--- src/rtl/layer_mem_reader_pkg.sv ---
// Shared definitions for the layer memory read-back engine: widths,
// layer memory select codes and the sweep state encoding.
package layer_mem_reader_pkg;

    localparam int ADDR_W = 12;
    localparam int DATA_W = 20;

    typedef enum logic [2:0] {
        NONE    = 3'b000,
        L0_MEM0 = 3'b001,
        L0_MEM1 = 3'b010,
        L1_MEM0 = 3'b011,
        L1_MEM1 = 3'b100,
        L2_MEM  = 3'b101
    } csel_e;

    typedef enum logic [1:0] {
        IDLE  = 2'd0,
        READ  = 2'd1,
        DRAIN = 2'd2
    } state_e;

endpackage

--- src/rtl/layer_rd_fifo.sv ---
// Small return buffer holding {last, addr, data} words between the memory
// read port and the output stream; DEPTH must be a power of two.
module layer_rd_fifo #(
    parameter int WIDTH = 33,
    parameter int DEPTH = 2
) (
    input  logic                         clk,
    input  logic                         reset,
    input  logic                         push,
    input  logic [WIDTH-1:0]             wdata,
    input  logic                         pop,
    output logic [WIDTH-1:0]             rdata,
    output logic                         full,
    output logic                         empty,
    output logic [$clog2(DEPTH+1)-1:0]   count
);
    localparam int PTR_W = $clog2(DEPTH);
    localparam int CNT_W = $clog2(DEPTH + 1);

    logic [WIDTH-1:0] mem [DEPTH];
    logic [PTR_W-1:0] wr_ptr;
    logic [PTR_W-1:0] rd_ptr;
    logic             do_push;
    logic             do_pop;

    // A push into a full buffer is accepted when a pop frees a slot in the same cycle.
    assign do_pop  = pop && !empty;
    assign do_push = push && (!full || do_pop);
    assign full    = (count == CNT_W'(DEPTH));
    assign empty   = (count == '0);
    assign rdata   = mem[rd_ptr];

    always_ff @(posedge clk or posedge reset) begin
        if (reset) begin
            wr_ptr <= '0;
            rd_ptr <= '0;
            count  <= '0;
            for (int i = 0; i < DEPTH; i++) begin
                mem[i] <= '0;
            end
        end else begin
            if (do_push) begin
                mem[wr_ptr] <= wdata;
                wr_ptr      <= wr_ptr + PTR_W'(1);
            end
            if (do_pop) begin
                rd_ptr <= rd_ptr + PTR_W'(1);
            end
            case ({do_push, do_pop})
                2'b10:   count <= count + CNT_W'(1);
                2'b01:   count <= count - CNT_W'(1);
                default: count <= count;
            endcase
        end
    end

endmodule

--- src/rtl/layer_mem_reader.sv ---
// Sweeps a contiguous, wrapping address range of one layer memory and returns
// the words as a valid/ready stream tagged with source address and last flag.
module layer_mem_reader #(
    parameter int ADDR_W     = layer_mem_reader_pkg::ADDR_W,
    parameter int DATA_W     = layer_mem_reader_pkg::DATA_W,
    parameter int FIFO_DEPTH = 2
) (
    input  logic              clk,
    input  logic              reset,
    input  logic              i_start,
    input  logic [2:0]        i_sel,
    input  logic [ADDR_W-1:0] i_base,
    input  logic [ADDR_W:0]   i_count,
    output logic              o_busy,
    output logic              o_done,
    output logic              crd,
    output logic [ADDR_W-1:0] caddr_rd,
    input  logic [DATA_W-1:0] cdata_rd,
    output logic [2:0]        csel,
    output logic              o_valid,
    input  logic              i_ready,
    output logic [DATA_W-1:0] o_data,
    output logic [ADDR_W-1:0] o_addr,
    output logic              o_last
);
    import layer_mem_reader_pkg::*;

    localparam int FW    = DATA_W + ADDR_W + 1;
    localparam int CNT_W = $clog2(FIFO_DEPTH + 1);
    typedef logic [CNT_W:0] credit_t;

    state_e            state;
    state_e            state_next;
    logic [2:0]        sel_q;
    logic [ADDR_W-1:0] addr_q;
    logic [ADDR_W:0]   remain_q;
    logic              inflight_q;
    logic [ADDR_W-1:0] inflight_addr_q;
    logic              inflight_last_q;
    logic              done_q;
    logic              start_ok;
    logic              issue;
    logic              pop;
    logic              last_issue;
    credit_t           credit_used;
    logic [FW-1:0]     fifo_rdata;
    logic              fifo_full;
    logic              fifo_empty;
    logic [CNT_W-1:0]  fifo_count;

    assign start_ok    = i_start && (state == IDLE);
    assign pop         = o_valid && i_ready;
    assign last_issue  = (remain_q == (ADDR_W + 1)'(1));
    // Buffered words plus the read in flight must leave room for the next return.
    assign credit_used = credit_t'(fifo_count) + credit_t'(inflight_q) - credit_t'(pop);

    always_ff @(posedge clk or posedge reset) begin
        if (reset) begin
            state <= IDLE;
        end else begin
            state <= state_next;
        end
    end

    always_comb begin
        state_next = state;
        case (state)
            IDLE:    if (i_start && (i_count != '0)) state_next = READ;
            READ:    if (issue && last_issue) state_next = DRAIN;
            DRAIN:   if (pop && o_last) state_next = IDLE;
            default: state_next = IDLE;
        endcase
    end

    always_comb begin
        issue    = (state == READ) && (remain_q != '0) &&
                   (credit_used < credit_t'(FIFO_DEPTH)) && (!fifo_full || pop);
        crd      = issue;
        caddr_rd = addr_q;
        o_busy   = (state != IDLE);
        o_done   = done_q;
        csel     = sel_q;
        o_valid  = !fifo_empty;
        {o_last, o_addr, o_data} = fifo_rdata;
    end

    always_ff @(posedge clk or posedge reset) begin
        if (reset) begin
            sel_q           <= NONE;
            addr_q          <= '0;
            remain_q        <= '0;
            inflight_q      <= 1'b0;
            inflight_addr_q <= '0;
            inflight_last_q <= 1'b0;
            done_q          <= 1'b0;
        end else begin
            if (start_ok && (i_count != '0)) begin
                sel_q    <= i_sel;
                addr_q   <= i_base;
                remain_q <= i_count;
            end else if (issue) begin
                addr_q   <= addr_q + ADDR_W'(1);
                remain_q <= remain_q - (ADDR_W + 1)'(1);
            end
            inflight_q <= issue;
            if (issue) begin
                inflight_addr_q <= addr_q;
                inflight_last_q <= last_issue;
            end
            done_q <= (start_ok && (i_count == '0)) || (pop && o_last);
        end
    end

    layer_rd_fifo #(
        .WIDTH (FW),
        .DEPTH (FIFO_DEPTH)
    ) u_fifo (
        .clk   (clk),
        .reset (reset),
        .push  (inflight_q),
        .wdata ({inflight_last_q, inflight_addr_q, cdata_rd}),
        .pop   (pop),
        .rdata (fifo_rdata),
        .full  (fifo_full),
        .empty (fifo_empty),
        .count (fifo_count)
    );

endmodule

--- config.mk ---
export PLATFORM = sky130hd
export DESIGN_NAME = layer_mem_reader
export DESIGN_NICKNAME = d
export VERILOG_FILES = /design/src/rtl/layer_mem_reader_pkg.sv /design/src/rtl/layer_rd_fifo.sv /design/src/rtl/layer_mem_reader.sv
export SDC_FILE = /design/constraint.sdc
export NUM_CORES = 1
export LEC_CHECK = 0
export CORE_AREA = 2 2 83 124
export DETAILED_ROUTE_END_ITERATION = 16
export DIE_AREA = 0 0 85 126
export DONT_BUFFER_PORTS = 1
export PLACE_DENSITY = 0.86
export SYNTH_ARGS = -nofsm -noshare
export SYNTH_HDL_FRONTEND = slang
export SYNTH_SLANG_ARGS = --single-unit
--- constraint.sdc ---
create_clock -name clk -period 3.58 [get_ports clk]
set_clock_uncertainty 0.2 [all_clocks]
set_input_delay 0.537 -clock clk [delete_from_list [all_inputs] [get_ports clk]]
set_output_delay 0.537 -clock clk [all_outputs]
set_load 0.01 [all_outputs]
# Word level (Yosys, flattened, before mapping)

Cells that the tools add are included.

Bits in registers: 115
Bits of input ports: 52
Output and inout bits: 52
Word-level logic and storage cells: 78

Add/subtract/negate cells: 8
Magnitude comparators: 4
Equal/unequal tests: 9
Muxes and demuxes: 15
Bitwise operators: 2
Reduce and logical (&&, ||, !) cells: 27

Operators with widths:

| kind                                                 | number |
|---|---|
| 2-to-1 mux 33 bit                                    | 4 |
| bitwise mux 66 bit                                   | 1 |
| demux 33 bit (select 1 bit)                          | 1 |
| 2-to-1 mux 13 bit                                    | 2 |
| nonzero test 13 bit                                  | 2 |
| 2-to-1 mux 12 bit                                    | 2 |
| equality test 13 x 1 -> 1 bit, second input constant | 1 |
| logical AND 1 bit                                    | 13 |
| logical NOT 13 bit                                   | 1 |
| subtractor 13 x 1 -> 13 bit, second input constant   | 1 |
| adder 12 x 1 -> 12 bit, second input constant        | 1 |
| equality test 2 bit, second input constant           | 3 |
| 2-to-1 mux 2 bit                                     | 3 |
| one-hot mux 2 bit (3 select lines)                   | 1 |
| nonzero test 2 bit                                   | 3 |
| equality test 2 x 1 -> 1 bit, second input constant  | 2 |
| >= comparator 2 bit, second input constant           | 2 |
| logical NOT 2 bit                                    | 2 |
| inequality test 2 bit, second input constant         | 2 |
| NOT 1 -> 2 bit                                       | 2 |
| one-hot mux 2 bit (2 select lines)                   | 1 |
| adder 2 x 1 -> 3 bit                                 | 1 |
| logical OR 1 bit                                     | 3 |
| < comparator 3 x 2 -> 1 bit, second input constant   | 1 |
| other kinds (8)                                      | 10 |

# Logic depth before layout (Yosys ltp)

Depth in word-level cells: 10
Gate-level depth with buffers: 13
Mapped depth without buffers: 11

# Modules after synthesis

From an unflattened synthesis, not the netlist that was laid out.

Cell total of the unflattened synthesis: 448
Area total of the unflattened synthesis: 5581.6 µm²

By module, submodules not included:

| module           | times used | cells each | area an instance (µm²) | seq. area each (µm²) |
|---|---|---|---|---|
| layer_rd_fifo    | 1          | 202        | 3195.6                 | 1751.7 |
| layer_mem_reader | 1          | 246        | 2386.0                 | 1126.1 |

# Least setup slack after synthesis

No wires, ideal clock.

Kind: reg2out
Start: register u_fifo.count[1]
End: output crd
Arrival: 2.726 ns
Data required time: 2.843 ns
Path slack: 0.117 ns
Stages on the path, launching flop included: 12
Buffers on the path: 2
Cell sequence: dfrtp_1 or2_2 and2_1 ha_1 nand2b_1 fa_1 and3b_1 and3_4 nand2_2 inv_2 buf_6 clkbuf_1

Cells in the longest elaborated chain, start to end: 7
Elaborated cells between the ends (all ways): 11
Classes of those cells: 2 x add/sub; 1 x order compare; 1 x eq/ne; 7 x reduce/logical

RTL lines:

| what                        | line                   | text |
|---|---|---|
| start: declaration          | layer_rd_fifo.sv:15    | `output logic [$clog2(DEPTH+1)-1:0] count` |
| start signal: assignment    | layer_rd_fifo.sv:50    | `2'b10: count <= count + CNT_W'(1);` |
| start signal: assignment    | layer_rd_fifo.sv:51    | `2'b01: count <= count - CNT_W'(1);` |
| start signal: assignment    | layer_rd_fifo.sv:52    | `default: count <= count;` |
| logical NOT 2 bit (*)       | layer_rd_fifo.sv:30    | `assign empty = (count == '0);` |
| logical NOT 1 bit (*)       | layer_mem_reader.sv:83 | `o_valid = !fifo_empty;` |
| via o_valid                 | layer_mem_reader.sv:20 | `output logic o_valid,` |
| logical AND 1 bit (*)       | layer_mem_reader.sv:52 | `assign pop = o_valid && i_ready;` |
| subtractor 3 x 1 -> 3 bit   | layer_mem_reader.sv:55 | `assign credit_used = credit_t'(fifo_count) + credit_t'(inflight_q) - credit_t'(pop);` |
| < comparator 3 x 2 -> 1 bit | layer_mem_reader.sv:77 | `(credit_used < credit_t'(FIFO_DEPTH)) && (!fifo_full \|\| pop);` |
| logical AND 1 bit           | layer_mem_reader.sv:76 | `issue = (state == READ) && (remain_q != '0) &&` |
| logical AND 1 bit (*)       | layer_mem_reader.sv:77 |  |
| end: declaration            | layer_mem_reader.sv:16 | `output logic crd,` |

Mark *: on every way through the listed nets, which the timed path passes. The rest lies on a longest branch.

# Worst setup path after layout

Start: register u_fifo.count[0]
End: output crd

Cells in the longest elaborated chain, start to end: 7
Elaborated cells between the ends (all ways): 11
Classes of those cells: 2 x add/sub; 1 x order compare; 1 x eq/ne; 7 x reduce/logical

RTL lines:

| what                                                         | line |
|---|---|
| branches (longest 6 deep; another with adder 2 x 1 -> 3 bit) | - |
| logical AND 1 bit (*)                                        | layer_mem_reader.sv:77 |

Mark *: on every way between the ends.

==> metrics.txt <==
status finished clean; Iteration-0 DRC Markers ~230; Wirelength per Cell between 20 and 25 microns; cts hold-fix bufs 0; Worst setup startpoint u_fifo.count[0]; Crit Path Max Fanout 8; GRT Overall Usage 23.4%; startpoint types flop; Area contributors post-synth dfrtp_1, mux2_2, nand2_1; WS Path Type reg2out; area delta synth->final 15.4%; Top-Level Pins around 100; internal power roughly 4.2 mW; most common flop cell mapped by yosys dfrtp_1; fin nets 519; Synthesis Warnings 0; Synth Register Bits about 120; dpl cells between 500 and 600; Syn Inst Count around 450; peak supply drop between 0.6 and 0.7 mV; RR Startpoint u_fifo.count[0]; largest net degree at the start of global routing 66; Min Hold Slack around 0.03 ns; setup repair after global routing missed its margin no; Finished Layout Cells 588; Crit. path cell count 9; top cell type's share of synthesized area between 50% and 60%; Worst-Skew Late Latency a little over 0.4 ns; CP max-delay cell fa_1; Sequential Power Share 36.0%; final worst slack 0.103 ns; crit share post-route 97.1%; Largest stage delay, worst path roughly 0.48 ns; synth unique cells 50; first-pass detailed-route iteration total 4; Worst R2R End caddr_rd[10]; CP endpoint crd; Detail Placement HPWL 7750 microns; CTS tree done; number of rows in the core area 44; CP top delay family simple AND/OR/NAND/NOR gates; initial antenna violation count 0; Worst EP required about 2.8 ns; Period minus WS final ~3.5 ns; P_leak 2.77 nW; Diodes inserted 0; Mapped Nets a little over 500; asr flop ratio synth between 90% and 100%; switch share between 30% and 40%; number of synthesized flops with an enable pin 0; final core occ between 60 and 70%; sequential area share after synthesis between 50% and 60%; max-cap violations 0; Num CTS Buffers 17; Port Buf Inserts 0; setup tns final 0 ns; class of the tightest hold or removal check in2reg; switching power total roughly 2.3 mW; Critical Path AT roughly 2.7 ns; cell accounting for the most synthesized area dfrtp_1; clk sinks 115; Post-Syn Area 5360 sq um; post-route cell area 6190 sq um; Gate power share between 30% and 40%; sequence of cells on the critical path or2_2, and2_4, ha_1, nand2b_1, fa_1, and3b_1, and3_4, nand2_8, clkinv_8; most numerous cell in the Yosys netlist dfrtp_1; vias in the first global route about 3900; die height approximately 130 microns; H-tree depth 4; final hold violation count 0; Root Buffer clkbuf_16; DRC Markers 0; die span in x around 85 microns; first-pass GRT wire length roughly 19000 microns; GPL Wtd Cong 0.846; Final Setup Violations 0; CTS Buffer Depth 2; core region area 9630 sq um; placed instance area roughly 5500 sq um; CTS clock-pin slew for the worst setup and hold paths 0.05 ns; Post-Place Setup Slack about 0.064 ns; full die area 10700 sq um; worst slew pin tran 1.05 ns; Initial Util between 50% and 60%; Critical Path End Type output port; Post-DRT Antenna Nets 0; most frequent cells after synthesis dfrtp_1, mux2_2, nand2_1; share of layout cells above drive strength 1 between 30% and 40%; total power between 6 and 7 mW; syn_area_per_cell about 12 sq um; total wire length approximately 12000 microns; Slew headroom 30.0%; grt ovf 0; Clk network pwr share a little over a quarter; R2R setup slack 0.16 ns; Slew Limit Fails 0; Reg2Reg Depth 12; PwrDens between 1000 and 1500 nW/um^2; Critical path buffers and inverters 1; Max Fclk about 290 MHz; Vias/cell just over 6; DR vias around 3600
-- worst min-delay path by stage --
stage	startpoint	to	slack, ns	depth (start not counted)
floorplan	inflight_addr_q[11]	inflight_addr_q[11]	0.26	2
global placement	u_fifo.rd_ptr	u_fifo.rd_ptr	0.26	1
detailed placement	u_fifo.rd_ptr	u_fifo.rd_ptr	0.27	1
CTS	i_sel[0]	csel[0]	0.03	2
global route	i_sel[2]	csel[2]	0.03	2
finish	i_sel[0]	csel[0]	0.03	2
-- worst reg2reg max path, stage by stage, from the launching register on --
cell	delay, ns
dfrtp_1	0.37
or2_2	0.30
and2_4	0.18
ha_1	0.26
nand2b_1	0.15
fa_1	0.48
and3b_1	0.15
and3_4	0.25
buf_4	0.20
a22oi_1	0.10
buf_4	0.20
o21bai_1	0.17
a221o_1	0.29
-- cells by family after synthesis --
| kind of cell | after synthesis | synth area share (%) |
|---|---|---|
| AND/OR/NAND/NOR | 135 | 12.7 |
| flip-flops | 115 | 53.7 |
| AO/OA/AOI/OAI | 46 | 5.83 |
| multiplexers | 99 | 20.8 |
| adder cells (fa/ha/maj) | 7 | 1.77 |
| XOR/XNOR | 15 | 2.45 |
| buffers and inverters | 34 | 2.78 |
-- power groups by stage --
| stage | clock network (mW) | registers (mW) | logic [mW] |
|---|---|---|---|
| after global routing | 1.85 | 2.44 | 2.65 |
| after global placement | 0 | 2.32 | 2.17 |
| after floorplan | 0 | 2.23 | 1.88 |
| after detailed placement | 0 | 2.38 | 2.25 |
| after CTS | 1.79 | 2.36 | 2.38 |
| final | 1.77 | 2.36 | 2.43 |
-- per-layer routing --
| layer | part of all wire, % | wire length, microns | global-route usage [%] |
|---|---|---|---|
| met5 | 0 | 0 | 0 |
| met2 | 52 | 6180 | 39.5 |
| met3 | 7.0 | 833 | 6.88 |
| met4 | 3.8 | 448 | 13.2 |
| met1 | 37 | 4380 | 26.2 |
-- flip-flops by register name, indices dropped and copies added (netlist names) --
| register | count |
|---|---|
| u_fifo.mem | 66 |
| remain_q | 13 |
| caddr_rd | 12 |
| inflight_addr_q | 12 |
| csel | 3 |
| state | 2 |
| u_fifo.count | 2 |
| inflight_last_q | 1 |
| inflight_q | 1 |
| o_done | 1 |
| u_fifo.rd_ptr | 1 |
| u_fifo.wr_ptr | 1 |
-- cell usage in the layout (no fill, tap or decap), types with 6 or more instances in the layout --
cell type and instances:
nor3_1 8, inv_1 8, clkbuf_8 6, nand4_1 9, dfrtp_1 115, clkbuf_16 17, buf_4 12, o21ai_0 10
mux2_2 99, nand2_1 64, ha_1 6, a21oi_1 8, nand3_1 9, nor2_1 13, xor2_1 10
-- cell type report --
cell class | count | area (sq um)
Timing Repair Buffer | 13 | 110
Clock buffer | 25 | 515
Fill cell | 695 | 3440
Timing Repair inverter | 1 | 6.26
Inverter | 10 | 53.8
Sequential cell | 115 | 2880
Clock inverter | 7 | 119
Tap cell | 115 | 144
Multi-Input combinational cell | 302 | 2360
-- what timing repair did --
action,CTS,global route
endpoints found under the setup margin,1,1
gates resized for setup,4,3
hold endpoints to repair,0,0
cloned,1,0
pin swaps,0,0
buffers inserted,2,2
No activity file was read; power rests on OpenSTA's default activity.
